<file path="src/rtl/beta_mem_pkg.sv">
// beta_mem_pkg
//   Shared types and constants for the external memory arbiter.
//   arb_state_t : arbiter sequencing states
//   grant_t     : identity of the requester that owns (or last owned) memory
//   LINE_WORDS_DEF : default number of 32-bit words per cache line
package beta_mem_pkg;

    localparam int LINE_WORDS_DEF = 16;

    typedef enum logic [2:0] {
        IDLE,
        FILL_A,
        FILL_B,
        WRITE_B,
        DONE
    } arb_state_t;

    typedef enum logic {
        GRANT_A,
        GRANT_B
    } grant_t;

endpackage

</file>
<file path="src/rtl/beta_mem_arbiter.sv">
// beta_mem_arbiter
//   Shares the single external memory port between the MMU's instruction-side
//   line fill (requester A) and data-side line fill / single-word write-through
//   (requester B). Line fills are issued as LINE_WORDS sequential word reads;
//   each returned word is streamed back one cycle later with its index.
//   Simultaneous requests are resolved round-robin.
//
// Ports
//   clk, rst                 : clock, synchronous active-high reset
//   a_req/a_addr             : A fill request (held until a_done) and address
//   a_word/_valid/_idx       : registered fill word stream back to A
//   a_done                   : one-cycle completion pulse for A
//   b_req/b_write/b_addr/b_wdata : B request, 1 = single-word write
//   b_word/_valid/_idx       : registered fill word stream back to B
//   b_done                   : one-cycle completion pulse for B
//   MemAddress/MemDataOut/MemDataIn/MemDataReady/MemReadEnable/MemWriteEnable
//                            : external memory port
module beta_mem_arbiter
    import beta_mem_pkg::*;
#(
    parameter int LINE_WORDS = LINE_WORDS_DEF,
    parameter int IDX_W      = $clog2(LINE_WORDS)
) (
    input  logic             clk,
    input  logic             rst,

    input  logic             a_req,
    input  logic [31:0]      a_addr,
    output logic [31:0]      a_word,
    output logic             a_word_valid,
    output logic [IDX_W-1:0] a_word_idx,
    output logic             a_done,

    input  logic             b_req,
    input  logic             b_write,
    input  logic [31:0]      b_addr,
    input  logic [31:0]      b_wdata,
    output logic [31:0]      b_word,
    output logic             b_word_valid,
    output logic [IDX_W-1:0] b_word_idx,
    output logic             b_done,

    output logic [31:0]      MemAddress,
    output logic [31:0]      MemDataOut,
    input  logic [31:0]      MemDataIn,
    input  logic             MemDataReady,
    output logic             MemReadEnable,
    output logic             MemWriteEnable
);

    localparam logic [IDX_W-1:0] LAST_IDX = IDX_W'(LINE_WORDS - 1);

    arb_state_t       state_q, state_d;
    grant_t           last_grant_q, last_grant_d;
    logic [IDX_W-1:0] cnt_q, cnt_d;
    logic [31:0]      base_q, base_d;

    logic [31:0]      a_word_q, a_word_d;
    logic [31:0]      b_word_q, b_word_d;
    logic [IDX_W-1:0] a_idx_q, a_idx_d;
    logic [IDX_W-1:0] b_idx_q, b_idx_d;
    logic             a_vld_q, a_vld_d;
    logic             b_vld_q, b_vld_d;

    logic             grant_a;
    logic             rd_en;
    logic             wr_en;
    logic             unused_base_bits;

    // State and datapath registers.
    always_ff @(posedge clk) begin
        if (rst) begin
            state_q      <= IDLE;
            last_grant_q <= GRANT_B;
            cnt_q        <= '0;
            base_q       <= '0;
            a_word_q     <= '0;
            b_word_q     <= '0;
            a_idx_q      <= '0;
            b_idx_q      <= '0;
            a_vld_q      <= 1'b0;
            b_vld_q      <= 1'b0;
        end else begin
            state_q      <= state_d;
            last_grant_q <= last_grant_d;
            cnt_q        <= cnt_d;
            base_q       <= base_d;
            a_word_q     <= a_word_d;
            b_word_q     <= b_word_d;
            a_idx_q      <= a_idx_d;
            b_idx_q      <= b_idx_d;
            a_vld_q      <= a_vld_d;
            b_vld_q      <= b_vld_d;
        end
    end

    // Next-state logic.
    always_comb begin
        state_d      = state_q;
        last_grant_d = last_grant_q;
        cnt_d        = cnt_q;
        base_d       = base_q;
        a_word_d     = a_word_q;
        b_word_d     = b_word_q;
        a_idx_d      = a_idx_q;
        b_idx_d      = b_idx_q;
        a_vld_d      = 1'b0;
        b_vld_d      = 1'b0;
        grant_a      = 1'b0;

        case (state_q)
            IDLE: begin
                // On a tie the side that did not win last time is served.
                grant_a = a_req && (!b_req || (last_grant_q == GRANT_B));
                if (grant_a) begin
                    state_d      = FILL_A;
                    base_d       = a_addr;
                    last_grant_d = GRANT_A;
                    cnt_d        = '0;
                end else if (b_req) begin
                    if (b_write) begin
                        state_d = WRITE_B;
                    end else begin
                        state_d = FILL_B;
                    end
                    base_d       = b_addr;
                    last_grant_d = GRANT_B;
                    cnt_d        = '0;
                end
            end

            FILL_A, FILL_B: begin
                if (MemDataReady) begin
                    if (state_q == FILL_A) begin
                        a_word_d = MemDataIn;
                        a_idx_d  = cnt_q;
                        a_vld_d  = 1'b1;
                    end else begin
                        b_word_d = MemDataIn;
                        b_idx_d  = cnt_q;
                        b_vld_d  = 1'b1;
                    end
                    cnt_d = cnt_q + IDX_W'(1);
                    // The final word's valid lands in DONE, alongside done.
                    if (cnt_q == LAST_IDX) begin
                        state_d = DONE;
                    end
                end
            end

            WRITE_B: begin
                if (MemDataReady) begin
                    state_d = DONE;
                end
            end

            DONE: begin
                state_d = IDLE;
            end

            default: begin
                state_d = IDLE;
            end
        endcase
    end

    // Enables drop combinationally while rst is high so an abort takes
    // effect in the very cycle reset is sampled.
    assign rd_en = !rst && ((state_q == FILL_A) || (state_q == FILL_B));
    assign wr_en = !rst && (state_q == WRITE_B);

    assign MemReadEnable  = rd_en;
    assign MemWriteEnable = wr_en;
    assign MemAddress     = rd_en ? {base_q[31:IDX_W+2], cnt_q, 2'b00} :
                            wr_en ? {base_q[31:2], 2'b00} : 32'h0;
    assign MemDataOut     = wr_en ? b_wdata : 32'h0;

    assign a_word       = a_word_q;
    assign a_word_idx   = a_idx_q;
    assign a_word_valid = a_vld_q && !rst;
    assign a_done       = !rst && (state_q == DONE) && (last_grant_q == GRANT_A);

    assign b_word       = b_word_q;
    assign b_word_idx   = b_idx_q;
    assign b_word_valid = b_vld_q && !rst;
    assign b_done       = !rst && (state_q == DONE) && (last_grant_q == GRANT_B);

    // Byte-offset bits of the latched address are never driven onto the bus.
    assign unused_base_bits = ^base_q[1:0];

endmodule

</file>
<file path="config.mk">
export PLATFORM = sky130hd
export DESIGN_NAME = beta_mem_arbiter
export DESIGN_NICKNAME = d
export VERILOG_FILES = /design/src/rtl/beta_mem_pkg.sv /design/src/rtl/beta_mem_arbiter.sv
export SDC_FILE = /design/constraint.sdc
export NUM_CORES = 1
export LEC_CHECK = 0
export ABC_AREA = 1
export BUFFER_PORTS_ARGS = -buffer_cell sky130_fd_sc_hd__buf_2
export CORE_MARGIN = 5
export CORE_UTILIZATION = 45
export DETAILED_ROUTE_END_ITERATION = 8
export MAX_ROUTING_LAYER = met4
export PLACE_DENSITY = 0.81
export REMOVE_ABC_BUFFERS = 1
export SYNTH_ARGS = -nofsm -noshare
export SYNTH_HDL_FRONTEND = slang
export SYNTH_SLANG_ARGS = --single-unit
</file>
<file path="constraint.sdc">
create_clock -name clk -period 2.2 [get_ports clk]
set_input_delay 0.44 -clock clk [delete_from_list [all_inputs] [get_ports clk]]
set_output_delay 0.44 -clock clk [all_outputs]
set_load 0.005 [all_outputs]
</file>
## Word level (Yosys, flattened, before mapping)

Cells that the tools add are included.
Widths: inputs -> output; s select.

- Register bits after elaboration: 114

- Add/subtract/negate cells: 1
- Equal/unequal tests: 9
- Multiplexer cells: 20
- Bitwise logic cells: 4
- Reduce and logical (&&, ||, !) cells: 22

Operator list:

| cell | count |
|---|---|
| $mux 32 | 5 |
| $mux 3 | 5 |
| $mux 4 | 3 |
| $pmux 3 s3 | 1 |
| $reduce_and 3->1 | 3 |
| $logic_and 1x1->1 | 8 |
| $pmux 4 s2 | 1 |
| $eq 3x2->1 const B | 2 |
| $ne 2x2->1 const B | 3 |
| $mux 1 | 5 |
| $add 4x1->4 const B | 1 |
| $eq 4x4->1 const B | 1 |
| $not 1->1 | 4 |
| $reduce_and 4->1 | 1 |
| $reduce_bool 2->1 | 2 |
| $eq 3x1->1 const B | 1 |
| $eq 3x3->1 const B | 1 |
| $logic_not 3->1 | 1 |
| $ne 3x3->1 const B | 1 |
| $reduce_or 3->1 | 1 |
| $logic_not 1->1 | 2 |
| $logic_or 1x1->1 | 2 |
| $reduce_and 2->1 | 1 |
| $reduce_or 2->1 | 1 |

## Depth between registers and ports, before layout

- Depth after elaboration: 5
- Depth in mapped cells: 9
- Depth with buffers taken out: 9

## Worst setup path before layout

Ideal clock, no wire load.

- Path kind: input -> output
- Start point: in rst
- End point: out MemAddress[24]
- Arrival: 1.212 ns
- Required time: 1.760 ns
- Path slack: 0.548 ns
- Stages on the path: 5
- Buffers on the path: 2
- Path through: inv_1 buf_2 buf_1 nand2_1 nor2_1

- Longest elaborated chain between the ends: 4
- Elaborated cells on any way between the ends: 5
- Those cells by class: mux: 2; reduce/logical: 3

RTL lines:

| element | RTL line | RTL |
|---|---|---|
| start: declaration | beta_mem_arbiter.sv:25 | `input logic rst,` |
| $logic_not 1->1 * | beta_mem_arbiter.sv:169, beta_mem_arbiter.sv:170 |  |
| $logic_and 1x1->1 | beta_mem_arbiter.sv:170 | `assign wr_en = !rst && (state_q == WRITE_B);` |
| $mux 32 | beta_mem_arbiter.sv:175 | `wr_en ? {base_q[31:2], 2'b00} : 32'h0;` |
| $mux 32 * | beta_mem_arbiter.sv:174 | `assign MemAddress = rd_en ? {base_q[31:IDX_W+2], cnt_q, 2'b00} :` |
| end: declaration | beta_mem_arbiter.sv:43 | `output logic [31:0] MemAddress,` |

Every way passes the cells marked *; elsewhere a longest branch is shown, timed or not.

## Worst setup path in the final report

- Start point: reg state_q[2]
- End point: out MemAddress[5]

- Longest elaborated chain between the ends: 4
- Elaborated cells on any way between the ends: 8
- Those cells by class: eq/ne: 3; mux: 2; reduce/logical: 3

RTL lines:

| element | RTL line | RTL |
|---|---|---|
| start: declaration | beta_mem_arbiter.sv:53 | `arb_state_t state_q, state_d;` |
| start signal: assignment | beta_mem_arbiter.sv:84 | `state_q <= state_d;` |
| $eq 3x2->1, or another cell as far along | beta_mem_arbiter.sv:170 |  |
| $logic_and 1x1->1 or $logic_or 1x1->1 (tied branches) | beta_mem_arbiter.sv:170, beta_mem_arbiter.sv:169 |  |
| $mux 32 or $logic_and 1x1->1 (tied branches) | beta_mem_arbiter.sv:175, beta_mem_arbiter.sv:169 |  |
| $mux 32 * | beta_mem_arbiter.sv:174 |  |

Marks and branches as above.

==> flow_summary.ini <==
[route]
routedWlPerCell_um = 13.5
totalWireLength_um = 14700
drt-initial-drc-count = 290
drc = 0
ant_nets = 0
vias = 5306
vias_per_cell = 4.85
drtPass1Iterations = 5

[sta]
rsz0062_at_grt = false
worst_hold_slack_ps = 301
fmax_ghz = 0.490
final_hold_viol_count = 0
post-route-period-util_pct = 92.8
finalCriticalPeriod_ps = 2040
timing.final.max_slew_violations = 0
setup_viol_count_final = 0
finClkSkew_ps = 10.4

[placement]
gp_congestion = 0.899
dp.final_hpwl_um = 10900
placed_cell_area_um2 = 6430
portBuffers = 269
dp.cells = 1079

[worst_setup_path]
r2r-end = base_q[18]
r2r_slack_ps = 620
r2r.worst_path.cells = 6
critPathArrivalTime_ps = 1600
cp-end-kind = output pin
r2r-start = state_q[0]
critical_path_class = flop to output pin
crit_required_ps = 1760
cp_max_fo = 6
cp-start-kind = flop

[synthesis]
yosysWarnings = 0
synth_xor_area_share_pct = 0.176
synth_cell_types = 27
synth_top_family_by_area = simple AND/OR/NAND/NOR gates
ys_seq_elements = 112
seq_area_frac_synth_pct = 45.0
syn-cell-area_um2 = 4990
synth_top_area_share_pct = 45.0
synth.mux.area_fraction_pct = 0
synth.area.top_cells = dfxtp_1 45%, nor2_1 11%, o21ai_0 7.0%
synth-adder-area-share_pct = 0.251
syn_avg_cell_area_um2 = 7.07
synth_top_cell_by_area = dfxtp_1
netlist_instances = 705
synth_compound_area_share_pct = 18.6
synth-simple-area-share_pct = 25.0

[pwr]
p_per_area_nw_per_um2 = 1040
peakVddDrop_uv = 592
p_leak_nw = 3.76
power.total_mw = 6.90

[layout]
nFillCells = 1033
stdcell_count = 1095
final_util_pct = 61.0
seq_area_um2 = 2250
final_common_cell = buf_2
n_antenna_cell = 0
multi_input_area_um2 = 2210
drive_gt1_share_pct = 32.6
stdcell_area_um2 = 6620
layout_common_cells = 269 x buf_2, 148 x nor2_1, 109 x dfxtp_1, 81 x nand2_1, 79 x inv_1
num-nets-final = 1085
synthToLayoutAreaGrowth_pct = 32.7

[global_route]
grt_pass1_vias = 4649
grt_pass1_wl_um = 22300
grt_start_max_net_pins = 73
gr-total-overflow = 0
grt_util_all_layers_pct = 21.4
antenna_found_initial = 0

[worst_hold_path]
hold_end = a_word[14]
worst_hold_startpoint = MemDataIn[14]
min_path_cells = 3
hold_path_class = input pin to flop

[clock_network]
cts_tree = yes
root_buffer = clkbuf_8
cts.path.max_buffers = 2
cts_buffers = 9
holdBufCountCts = 0
cts.sinks = 112
htreeDepth = 3
clk_latency_ps = 360
clk_pin_slew_ps = 110

[floorplan]
initial_core_util_pct = 46.0
dieArea_um2 = 13300
fp.dieH_um = 115
die_w_um = 115
core_area_um2 = 10800
row_count = 38
io_pins = 276

[flow_run]
max_cap_violations = 0

[outcome]
status = completed
## metal layers
layer | track usage (%) | vias to the layer above | part of all wire, % | wire (um)
li1 | - | 2744 | - | -
met1 | 25.3 | 2345 | 40 | 5950
met2 | 37.4 | 197 | 51 | 7480
met3 | 3.53 | 20 | 7.3 | 1070
met4 | 5.79 | 0 | 1.6 | 242
met5 | - | - | 0 | 0
## where the power goes
group / switching, mW / total (mW) / internal [mW] / leakage (nW)
combinational: 1.65 / 2.76 / 1.11 / 2.75
sequential: 0.335 / 2.99 / 2.66 / 0.919
clock: 0.719 / 1.15 / 0.430 / 0.0892
## through the flow
stage	setup TNS, ps	setup slack, ps
4_1_cts	0	62.9
5_1_grt	0	5.25
3_5_place_dp	0	375
6_report	0	158
2_1_floorplan	-120050	-1760
3_3_place_gp	0	389
## worst max-delay path, cell delays in order, from the launching register on
cell	delay, ps
dfxtp_2	390
inv_2	60
nand3_2	100
nand2_1	120
nand2_2	130
inv_1	120
a22o_1	190
buf_2	130
## Yosys cell counts, drive strengths merged
cell    number
nor3         1
nand3       70
conb         1
o21ai       73
a22o         2
xor2         1
inv         82
o211ai       1
nor2       149
ha           1
or2          1
a21oi       45
o211a       30
clkbuf      32
nand4        1
buf         19
dfxtp      112
clkinv       2
nand2       82
## timing repair
item                       CTS  global route
resized for setup            1             3
setup endpoints to repair    2             8
buffers inserted             0             0
## area by class of cell
cell class,instances,share of cell area [%]
clock inverters,6,0.756
clock buffers,10,1.93
inverters,84,4.78
flip-flops and latches,112,33.9
repair buffers,284,22.6
well taps,140,2.65
multi-input cells,459,33.3
## worst max path at each step
stage,from,to,slack [ps],cells after the start
after global placement,rst,MemAddress[5],390,6
final,state_q[2],MemAddress[5],160,7
after global routing,state_q[2],MemAddress[3],5,7
after CTS,state_q[2],MemAddress[5],60,7
after floorplan,rst,MemAddress[3],-1760,4
after detailed placement,rst,MemAddress[5],370,6
## sequential cells by signal (all words and copies together), names as in the netlist, 3 cells and up
name,count
state_q,3
b_word_idx,4
base_q,30
a_word_idx,4
b_word,32
a_word,32
cnt_q,4
## logic make-up (layout without fill, tap and decap cells)
group,count (synthesis),count (layout)
compound gates,151,151
fa+ha+maj,1,1
xor+xnor,1,1
other cells,1,2
simple gates,304,304
buf+inv,135,384
flops,112,112
Note: power is estimated with default switching activity, not from simulation.
